<file path="src/rtl/rgb_to_grey_stream.sv">
// Sweeps a packed-RGB source BRAM once per start pulse and writes one greyscale pixel per address.
// Writes trail their read address by READ_LATENCY+1 cycles; no backpressure, one pixel per cycle.
module rgb_to_grey_stream #(
  parameter int WIDTH        = 128,
  parameter int HEIGHT       = 128,
  parameter int CHANNEL_BITS = 4,
  parameter int OUT_BITS     = 8,
  parameter int READ_LATENCY = 2,
  localparam int ADDR_W      = $clog2(WIDTH*HEIGHT)
) (
  input  logic                      clk_100mhz,
  input  logic                      sys_rst,
  input  logic                      start,
  input  logic                      mode,
  output logic                      busy,
  output logic                      done,
  output logic [ADDR_W-1:0]         src_addr,
  input  logic [3*CHANNEL_BITS-1:0] src_data,
  output logic [ADDR_W-1:0]         dst_addr,
  output logic [OUT_BITS-1:0]       dst_data,
  output logic                      dst_we,
  output logic [15:0]               frame_count
);

  localparam int N     = WIDTH * HEIGHT;
  localparam int MW    = CHANNEL_BITS + 10;
  localparam int G_MAX = (2 ** CHANNEL_BITS) - 1;
  localparam logic [ADDR_W-1:0] LAST_ADDR = ADDR_W'(N - 1);

  typedef enum logic [1:0] {IDLE, READ, DRAIN, DONE} state_t;

  state_t                  state;
  logic                    mode_q;
  logic [READ_LATENCY-1:0] vld_sr;
  logic [ADDR_W-1:0]       addr_sr [READ_LATENCY];

  logic [CHANNEL_BITS-1:0] r, g, b;
  logic [MW-1:0]           acc;
  logic [MW-1:0]           scaled;
  logic [CHANNEL_BITS-1:0] g4;
  logic [OUT_BITS-1:0]     grey;

  assign r = src_data[3*CHANNEL_BITS-1:2*CHANNEL_BITS];
  assign g = src_data[2*CHANNEL_BITS-1:CHANNEL_BITS];
  assign b = src_data[CHANNEL_BITS-1:0];

  // Weights are scaled by 256 with a +128 rounding term before the shift.
  always_comb begin
    if (mode_q)
      acc = MW'(r) * MW'(77) + MW'(g) * MW'(150) + MW'(b) * MW'(29) + MW'(128);
    else
      acc = (MW'(r) + MW'(g) + MW'(b)) * MW'(85) + MW'(128);
    scaled = acc >> 8;
    if (scaled > MW'(G_MAX))
      g4 = '1;
    else
      g4 = scaled[CHANNEL_BITS-1:0];
    grey = '0;
    for (int i = 0; i < OUT_BITS; i++)
      grey[OUT_BITS-1-i] = g4[CHANNEL_BITS-1-(i % CHANNEL_BITS)];
  end

  always_ff @(posedge clk_100mhz) begin
    if (sys_rst) begin
      state       <= IDLE;
      mode_q      <= 1'b0;
      busy        <= 1'b0;
      done        <= 1'b0;
      src_addr    <= '0;
      dst_addr    <= '0;
      dst_data    <= '0;
      dst_we      <= 1'b0;
      frame_count <= '0;
      vld_sr      <= '0;
      for (int k = 0; k < READ_LATENCY; k++)
        addr_sr[k] <= '0;
    end else begin
      done <= 1'b0;

      // Each address presented in READ carries a token matching the BRAM latency.
      vld_sr[0]  <= (state == READ);
      addr_sr[0] <= src_addr;
      for (int k = 1; k < READ_LATENCY; k++) begin
        vld_sr[k]  <= vld_sr[k-1];
        addr_sr[k] <= addr_sr[k-1];
      end

      dst_we   <= vld_sr[READ_LATENCY-1];
      dst_addr <= addr_sr[READ_LATENCY-1];
      if (vld_sr[READ_LATENCY-1])
        dst_data <= grey;

      case (state)
        IDLE: begin
          if (start) begin
            mode_q   <= mode;
            src_addr <= '0;
            busy     <= 1'b1;
            state    <= READ;
          end
        end
        READ: begin
          if (src_addr == LAST_ADDR)
            state <= DRAIN;
          else
            src_addr <= src_addr + ADDR_W'(1);
        end
        DRAIN: begin
          // Token-free pipeline means the final write is on dst_we this cycle.
          if (vld_sr == '0) begin
            state       <= DONE;
            done        <= 1'b1;
            busy        <= 1'b0;
            frame_count <= frame_count + 16'd1;
          end
        end
        DONE: state <= IDLE;
        default: state <= IDLE;
      endcase
    end
  end

endmodule

</file>
<file path="config.mk">
export PLATFORM = sky130hd
export DESIGN_NAME = rgb_to_grey_stream
export DESIGN_NICKNAME = d
export VERILOG_FILES = /design/src/rtl/rgb_to_grey_stream.sv
export SDC_FILE = /design/constraint.sdc
export NUM_CORES = 1
export LEC_CHECK = 0
export ABC_AREA = 0
export BUFFER_PORTS_ARGS = -buffer_cell sky130_fd_sc_hd__buf_4
export CORE_MARGIN = 2
export CORE_UTILIZATION = 58
export DETAILED_ROUTE_END_ITERATION = 8
export GPL_TIMING_DRIVEN = 0
export PLACE_DENSITY_LB_ADDON = 0.12
export SYNTH_ARGS = -nofsm -noshare
export SYNTH_HDL_FRONTEND = slang
export SYNTH_SLANG_ARGS = --single-unit
</file>
<file path="constraint.sdc">
create_clock -name clk_100mhz -period 11.9 [get_ports clk_100mhz]
set_input_delay 2.38 -clock clk_100mhz [delete_from_list [all_inputs] [get_ports clk_100mhz]]
set_output_delay 2.38 -clock clk_100mhz [all_outputs]
set_load 0.01 [all_outputs]
</file>
==> results.md, run 1 <==
- Synth-to-layout area growth: 16.7%
- N_diodes: 0
- Hold Buf Count CTS: 0
- Final net count: roughly 770
- Critical path arrival: 7.60 ns
- Clock latency on the worst-skew pair: roughly 0.34 ns
- Slew headroom: ~62%
- Sink Count: 84
- CP most frequent cell: inv_1
- 1st-iter DRT viols: 91
- # port buffers: 70
- Final hold violations: 0
- CTS tree: built
- CP Launch Point: src_data[6]
- Startpoint Class: input pin
- Finished Core Util: 69.1%
- Unrepaired setup endpoints after global routing: false
- R2R Path End: src_addr[11]$_SDFFE_PP0P_
- Rows: 35
- Most common flop cell mapped by yosys: dfxtp_1
- Flop pwr share: 25.0%
- Total number of vias: 3991
- Initial core utilization: 59.2%
- Layout cells sized above 1: 15.8%
- Detailed Routing Iterations Pass 1: 4
- Worst hold path depth: 1
- Slew @ Worst Pin: 0.568 ns
- Drt drc: 0
- Max FO, Critical Path: 6
- Fin cells: 757
- Syn avg cell area: approximately 9.7 sq um
- Clk buf depth: 2
- Fmax: 135 MHz
- Sw Share: 39.8%
- EDFF count, synth: 0
- Leakage power total: 3.13 nW
- Psw: 489 uW
- Setup Skew: 0.0125 ns
- Setup violators final: 0
- Synth warn: 0
- Die X-Extent: 101 um
- FF-to-FF path depth: 8
- Period utilisation layout: 62.2%
- Io pins: ~70
- Htree depth: 3
- Max-slew violations: 0
- Fin Setup TNS: 0 ns
- Cell area power density: 194 nW/um^2
- #FFs+latches synth: 84
- RePlAce Congestion: 0.820
- Post-DP HPWL: 8480 um
- Crit path capture: dst_data[3]$_SDFFE_PP0P_
- Mapped Area: 5420 sq um
- Worst Hold Class: flop to flop
- Clk root buf: clkbuf_8
- Combinational fraction of design power: 55.8%
- TritonCTS Buffers: 9
- All-Layer GR Usage: 22.8%
- Clock share of power: a little under a fifth
- Share of the synthesized area in the top cell type: between 30% and 40%
- # resized after CTS: 0
- CP endpoint kind: flop
- Unique cell type count in the Yosys netlist: 52
- Int Power: ~740 uW
- First-pass GRT wire length: 18600 um
- Die Footprint: 10100 sq um
- Status: complete, no violations
- Synth area leader: dfxtp_1
- Largest net degree at the start of global routing: 15
- Worst path required time: roughly 12 ns
- WL final: 10400 um
- CP top delay family: adder cells
- Reg-to-Reg Start: state[1]$_SDFFE_PP0P_
- CP Depth: 25
- Cells after DPL: 741
- CP Buf/Inv Count: 7
- Post-CTS Setup Inserts: 0
- Sequential-to-total area share from yosys stat: 31.0%
- Mapped Cells: between 500 and 600
- Synth area leaders: dfxtp_1 31%, ha_1 19%, fa_1 12%
- Max stage delay on crit path: between 0.5 and 0.6 ns
- Peak VDD IR: 0.172 mV
- Synthesized net count: just under 700
- Via density: 5.27
- Grt ovf: 0
- Clock transition at the registers of the reported paths: 0.08 ns
- Max-cap violations: 0
- Reg2reg setup slack: between 9 and 10 ns
- Die height: 101 um
- Crit Path Class: input pin to flop
- Crit path time final: 7.40 ns
- Drt wl/cell: 13.8 um
- Slowest cell on crit path: fa_1
- Async SR Flop Fraction: 0%
- Vias in the first global route: 3968
- Routed Antenna Nets: 0
- Initial antenna violation count: 0
- Core Area: 9150 sq um
[layout by cell type (no fill, tap or decap), types with 4 or more instances in the layout]
cell,count
dfxtp_1,84
ha_1,82
inv_1,75
buf_4,74
nor2b_1,54
nor2_1,48
fa_1,33
xor2_1,24
nand2_1,20
nand3_1,18
a21oi_1,11
clkbuf_1,11
xnor2_1,10
clkbuf_8,9
nand4_1,8
nor3_1,7
o21ai_0,6
o21ai_1,5
a21o_1,5
and3_1,5
mux2i_1,4
[cells by family (layout without fill, tap and decap cells)]
family	Yosys count	after routing	share of synthesized area, %
XOR/XNOR	34	34	5.49
AO/OA/AOI/OAI	54	54	7.20
AND/OR/NAND/NOR	175	175	17.3
buffers and inverters	93	179	6.92
flip-flops	84	84	31.0
adder cells (fa/ha/maj)	115	115	31.1
multiplexers	5	5	0.946
[flip-flops by register name, indices dropped and copies added, names as in the netlist]
signal / flops
addr_sr: 28
vld_sr: 2
frame_count: 16
src_addr: 14
dst_we: 1
busy: 1
state: 2
done: 1
dst_addr: 14
dst_data: 4
mode_q: 1
[synthesized netlist by cell type, types with 2 or more instances]
library cell  count
mux2i_1           4
a22oi_1           2
a311oi_1          2
o21ai_0           6
o22ai_1           2
nor2b_1          54
a21oi_1          11
nor3_1            7
xnor2_1          10
nand4_1           8
a21o_1            5
nand3_1          18
xor2_1           24
o21bai_1          2
ha_1             82
clkbuf_1         10
a211oi_2          2
dfxtp_1          84
buf_4             4
and3_1            5
nor2_1           48
inv_1            75
o21ai_1           5
nor3b_2           2
nor4b_1           2
and4_1            3
fa_1             33
o21a_1            3
nand2_1          20
o31a_1            2
buf_2             3
or3_1             2
[stage by stage]
step / worst slack, ns / total power [mW] / hold WS, ns / instance area (sq um)
5_1_grt: 4.24 / 1.37 / 0.457 / 6330
3_3_place_gp: 4.23 / 0.958 / 0.418 / 6090
3_5_place_dp: 4.19 / 0.997 / 0.425 / 6090
6_report: 4.50 / 1.23 / 0.440 / 6330
4_1_cts: 4.53 / 1.24 / 0.445 / 6330
2_1_floorplan: 4.69 / 0.834 / 0.414 / 5420
[power by group through the flow]
stage / registers (mW) / clock network (mW) / logic, mW
finish: 0.307 / 0.236 / 0.684
global route: 0.309 / 0.253 / 0.809
CTS: 0.307 / 0.241 / 0.689
detailed placement: 0.313 / 0 / 0.685
global placement: 0.312 / 0 / 0.646
floorplan: 0.314 / 0 / 0.520
[layout make-up]
cell class                 count  area [sq um]
clock buffer                  10           128
inverter                      75           282
timing repair buffer          70           526
buffer                        18          93.8
tap                          111           139
fill                         730          2830
clock inverter                 6           113
sequential                    84          1680
multi-input combinational    383          3360
[metal layers]
layer	GRT usage [%]	vias up	wire (um)
met3	3.95	9	345
li1	-	2002	-
met1	32.6	1910	5110
met5	0	-	0
met4	3.79	0	63
met2	36.7	70	4890
[worst min path at each step]
| stage | start | endpoint | slack [ns] |
|---|---|---|---|
| after floorplan | addr_sr[0][0]$_SDFF_PP0_ | addr_sr[1][0]$_SDFF_PP0_ | 0.41 |
| after global placement | addr_sr[0][5]$_SDFF_PP0_ | addr_sr[1][5]$_SDFF_PP0_ | 0.42 |
| after detailed placement | addr_sr[0][0]$_SDFF_PP0_ | addr_sr[1][0]$_SDFF_PP0_ | 0.43 |
| after CTS | addr_sr[1][1]$_SDFF_PP0_ | dst_addr[1]$_SDFF_PP0_ | 0.44 |
| after global routing | addr_sr[1][2]$_SDFF_PP0_ | dst_addr[2]$_SDFF_PP0_ | 0.46 |
| final | addr_sr[1][1]$_SDFF_PP0_ | dst_addr[1]$_SDFF_PP0_ | 0.44 |
(Power assumes the default switching activity.)
==> run 2: changes to the inputs <==
- CORE_UTILIZATION: 58 -> 53
- clock period: 11.9 -> 6.7 ns (I/O delays scaled with it)
==> run 2 against run 1 <==
Sequential share of layout area is the same. Via count down 1.2%. Routed wire length shrank 1.3%. Sequential cell count did not move. First-iteration DRC count rose by 19%. Die area increased by 9.1%. Largest cell class unchanged. Critical endpoint unchanged. Global-route usage fell by 2.7 points. Clock power grew 58%.
==> results.md, run 2 (synthesized netlist as in run 1, its figures left out) <==
- Status: complete, no violations
- TritonCTS Buffers: 9
- WL final: 10300 um
- Finished Core Util: 64.1%
- Die height: 105 um
- Cell area power density: 334 nW/um^2
- Crit Path Class: input pin to flop
- First-pass GRT wire length: about 18000 um
- Worst hold path depth: 1
- Startpoint Class: input pin
- Power Total: 2.11 mW
- Pre-CTS setup slack: 0.0737 ns
- Clk buf depth: 2
- Rows: 36
- Final WS setup: 0.409 ns
- Sink Count: 84
- Die Footprint: 11100 sq um
- Period utilisation layout: 93.9%
- Post-DP HPWL: about 8400 um
- Fin Setup TNS: 0 ns
- 1st-iter DRT viols: 108
- CP Buf/Inv Count: 7
- Core Area: between 9000 and 10000 sq um
- Register Area: 1680 sq um
- Peak VDD IR: 0.251 mV
- Via density: ~5.1
- Slew headroom: 59.1%
- Hold Buf Count CTS: 0
- Synth-to-layout area growth: 16.7%
- CP Depth: 25
- Max stage delay on crit path: 0.53 ns
- Setup Skew: 0.0112 ns
- Top flop regs: addr_sr (28), frame_count (16)
- CP most frequent cell: inv_1
- Io pins: 71
- Slowest cell on crit path: fa_1
- Routed Antenna Nets: 0
- Unrepaired setup endpoints after global routing: false
- Fmax: 159 MHz
- Initial core utilization: between 50% and 60%
- Slew @ Worst Pin: 0.613 ns
- Leakage power total: 3.12 nW
- # resized after CTS: 0
- Max-cap violations: 0
- Max FO, Critical Path: 6
- Hold_ws: around 0.44 ns
- Detailed Routing Iterations Pass 1: 4
- RePlAce Congestion: 0.822
- Worst path required time: 6.90 ns
- Worst Hold Class: flop to flop
- Placed Area: 6110 sq um
- Htree depth: 3
- Setup violators final: 0
- Final hold violations: 0
- Clock transition at the registers of the reported paths: 0.08 ns
- N_diodes: 0
- Grt ovf: 0
- Fin cells: about 780
- Clock latency on the worst-skew pair: 0.35 ns
- Multi-input logic area: 3360 sq um
- Top reg by flops: addr_sr
- CP top delay family: adder cells
- Post-CTS Setup Inserts: 0
- Most common cell after layout, fill and taps aside: dfxtp_1
- Max-slew violations: 0
- CP endpoint kind: flop
- Max reg flops: 28
- Finished Cell Area: 6330 sq um
- Initial antenna violation count: 0
- Total number of vias: 3943
- Cells after DPL: 763
- # port buffers: 70
- Final net count: ~770
- All-Layer GR Usage: 20.0%
- Fill count: 821
- CTS tree: built
- Commonest non-fill, non-tap cells in the layout: 84 x dfxtp_1, 82 x ha_1, 75 x inv_1
- FF-to-FF path depth: 8
- Layout cells sized above 1: 15.8%
- Drt drc: 0
- Clk root buf: clkbuf_8
- Largest net degree at the start of global routing: 14
- Drt wl/cell: between 10 and 15 um
- Critical path arrival: ~6.5 ns
- Die X-Extent: approximately 110 um
- Crit path time final: roughly 6.3 ns
- Vias in the first global route: 3936
==> run 2: path summary, 6_finish.rpt <==
path,from,endpoint,slack (ns)
worst max-delay path,src_data[6],dst_data[3]$_SDFFE_PP0P_,0.41
worst min-delay path,addr_sr[0][10]$_SDFF_PP0_,addr_sr[1][10]$_SDFF_PP0_,0.44
worst min register to register,addr_sr[0][10]$_SDFF_PP0_,addr_sr[1][10]$_SDFF_PP0_,0.44
worst max register to register,state[1]$_SDFFE_PP0P_,src_addr[13]$_SDFFE_PP0P_,4.67
==> run 2: area by class of cell <==
cell class	instances	share of cell area (%)
sequential	84	26.6
tap	133	2.63
timing repair buffer	70	8.31
clock inverter	3	0.692
clock buffer	13	2.67
buffer	18	1.48
multi-input combinational	383	53.2
inverter	75	4.45
==> run 2: power by group <==
group | leakage (nW) | internal, mW | switching, mW
sequential | 0.678 | 0.523 | 0.0223
clock | 0.110 | 0.203 | 0.170
combinational | 2.33 | 0.536 | 0.659
total | 3.12 | 1.26 | 0.852
==> run 2: routing by layer <==
metal,GRT usage [%],vias to the layer above,part of all wire [%]
met5,0,-,0
met4,4.48,0,0.99
met3,3.93,13,4.3
met2,32.2,84,45
met1,27.9,1845,50
li1,-,2001,-
==> run 2: worst reg2reg max path, cell delays in order, from the launching register on <==
cell	delay [ns]
dfxtp_1	0.34
inv_1	0.09
ha_1	0.34
mux2i_1	0.22
nand4b_1	0.29
nor3b_2	0.30
nand3_1	0.13
xor2_1	0.16
nor2_1	0.05
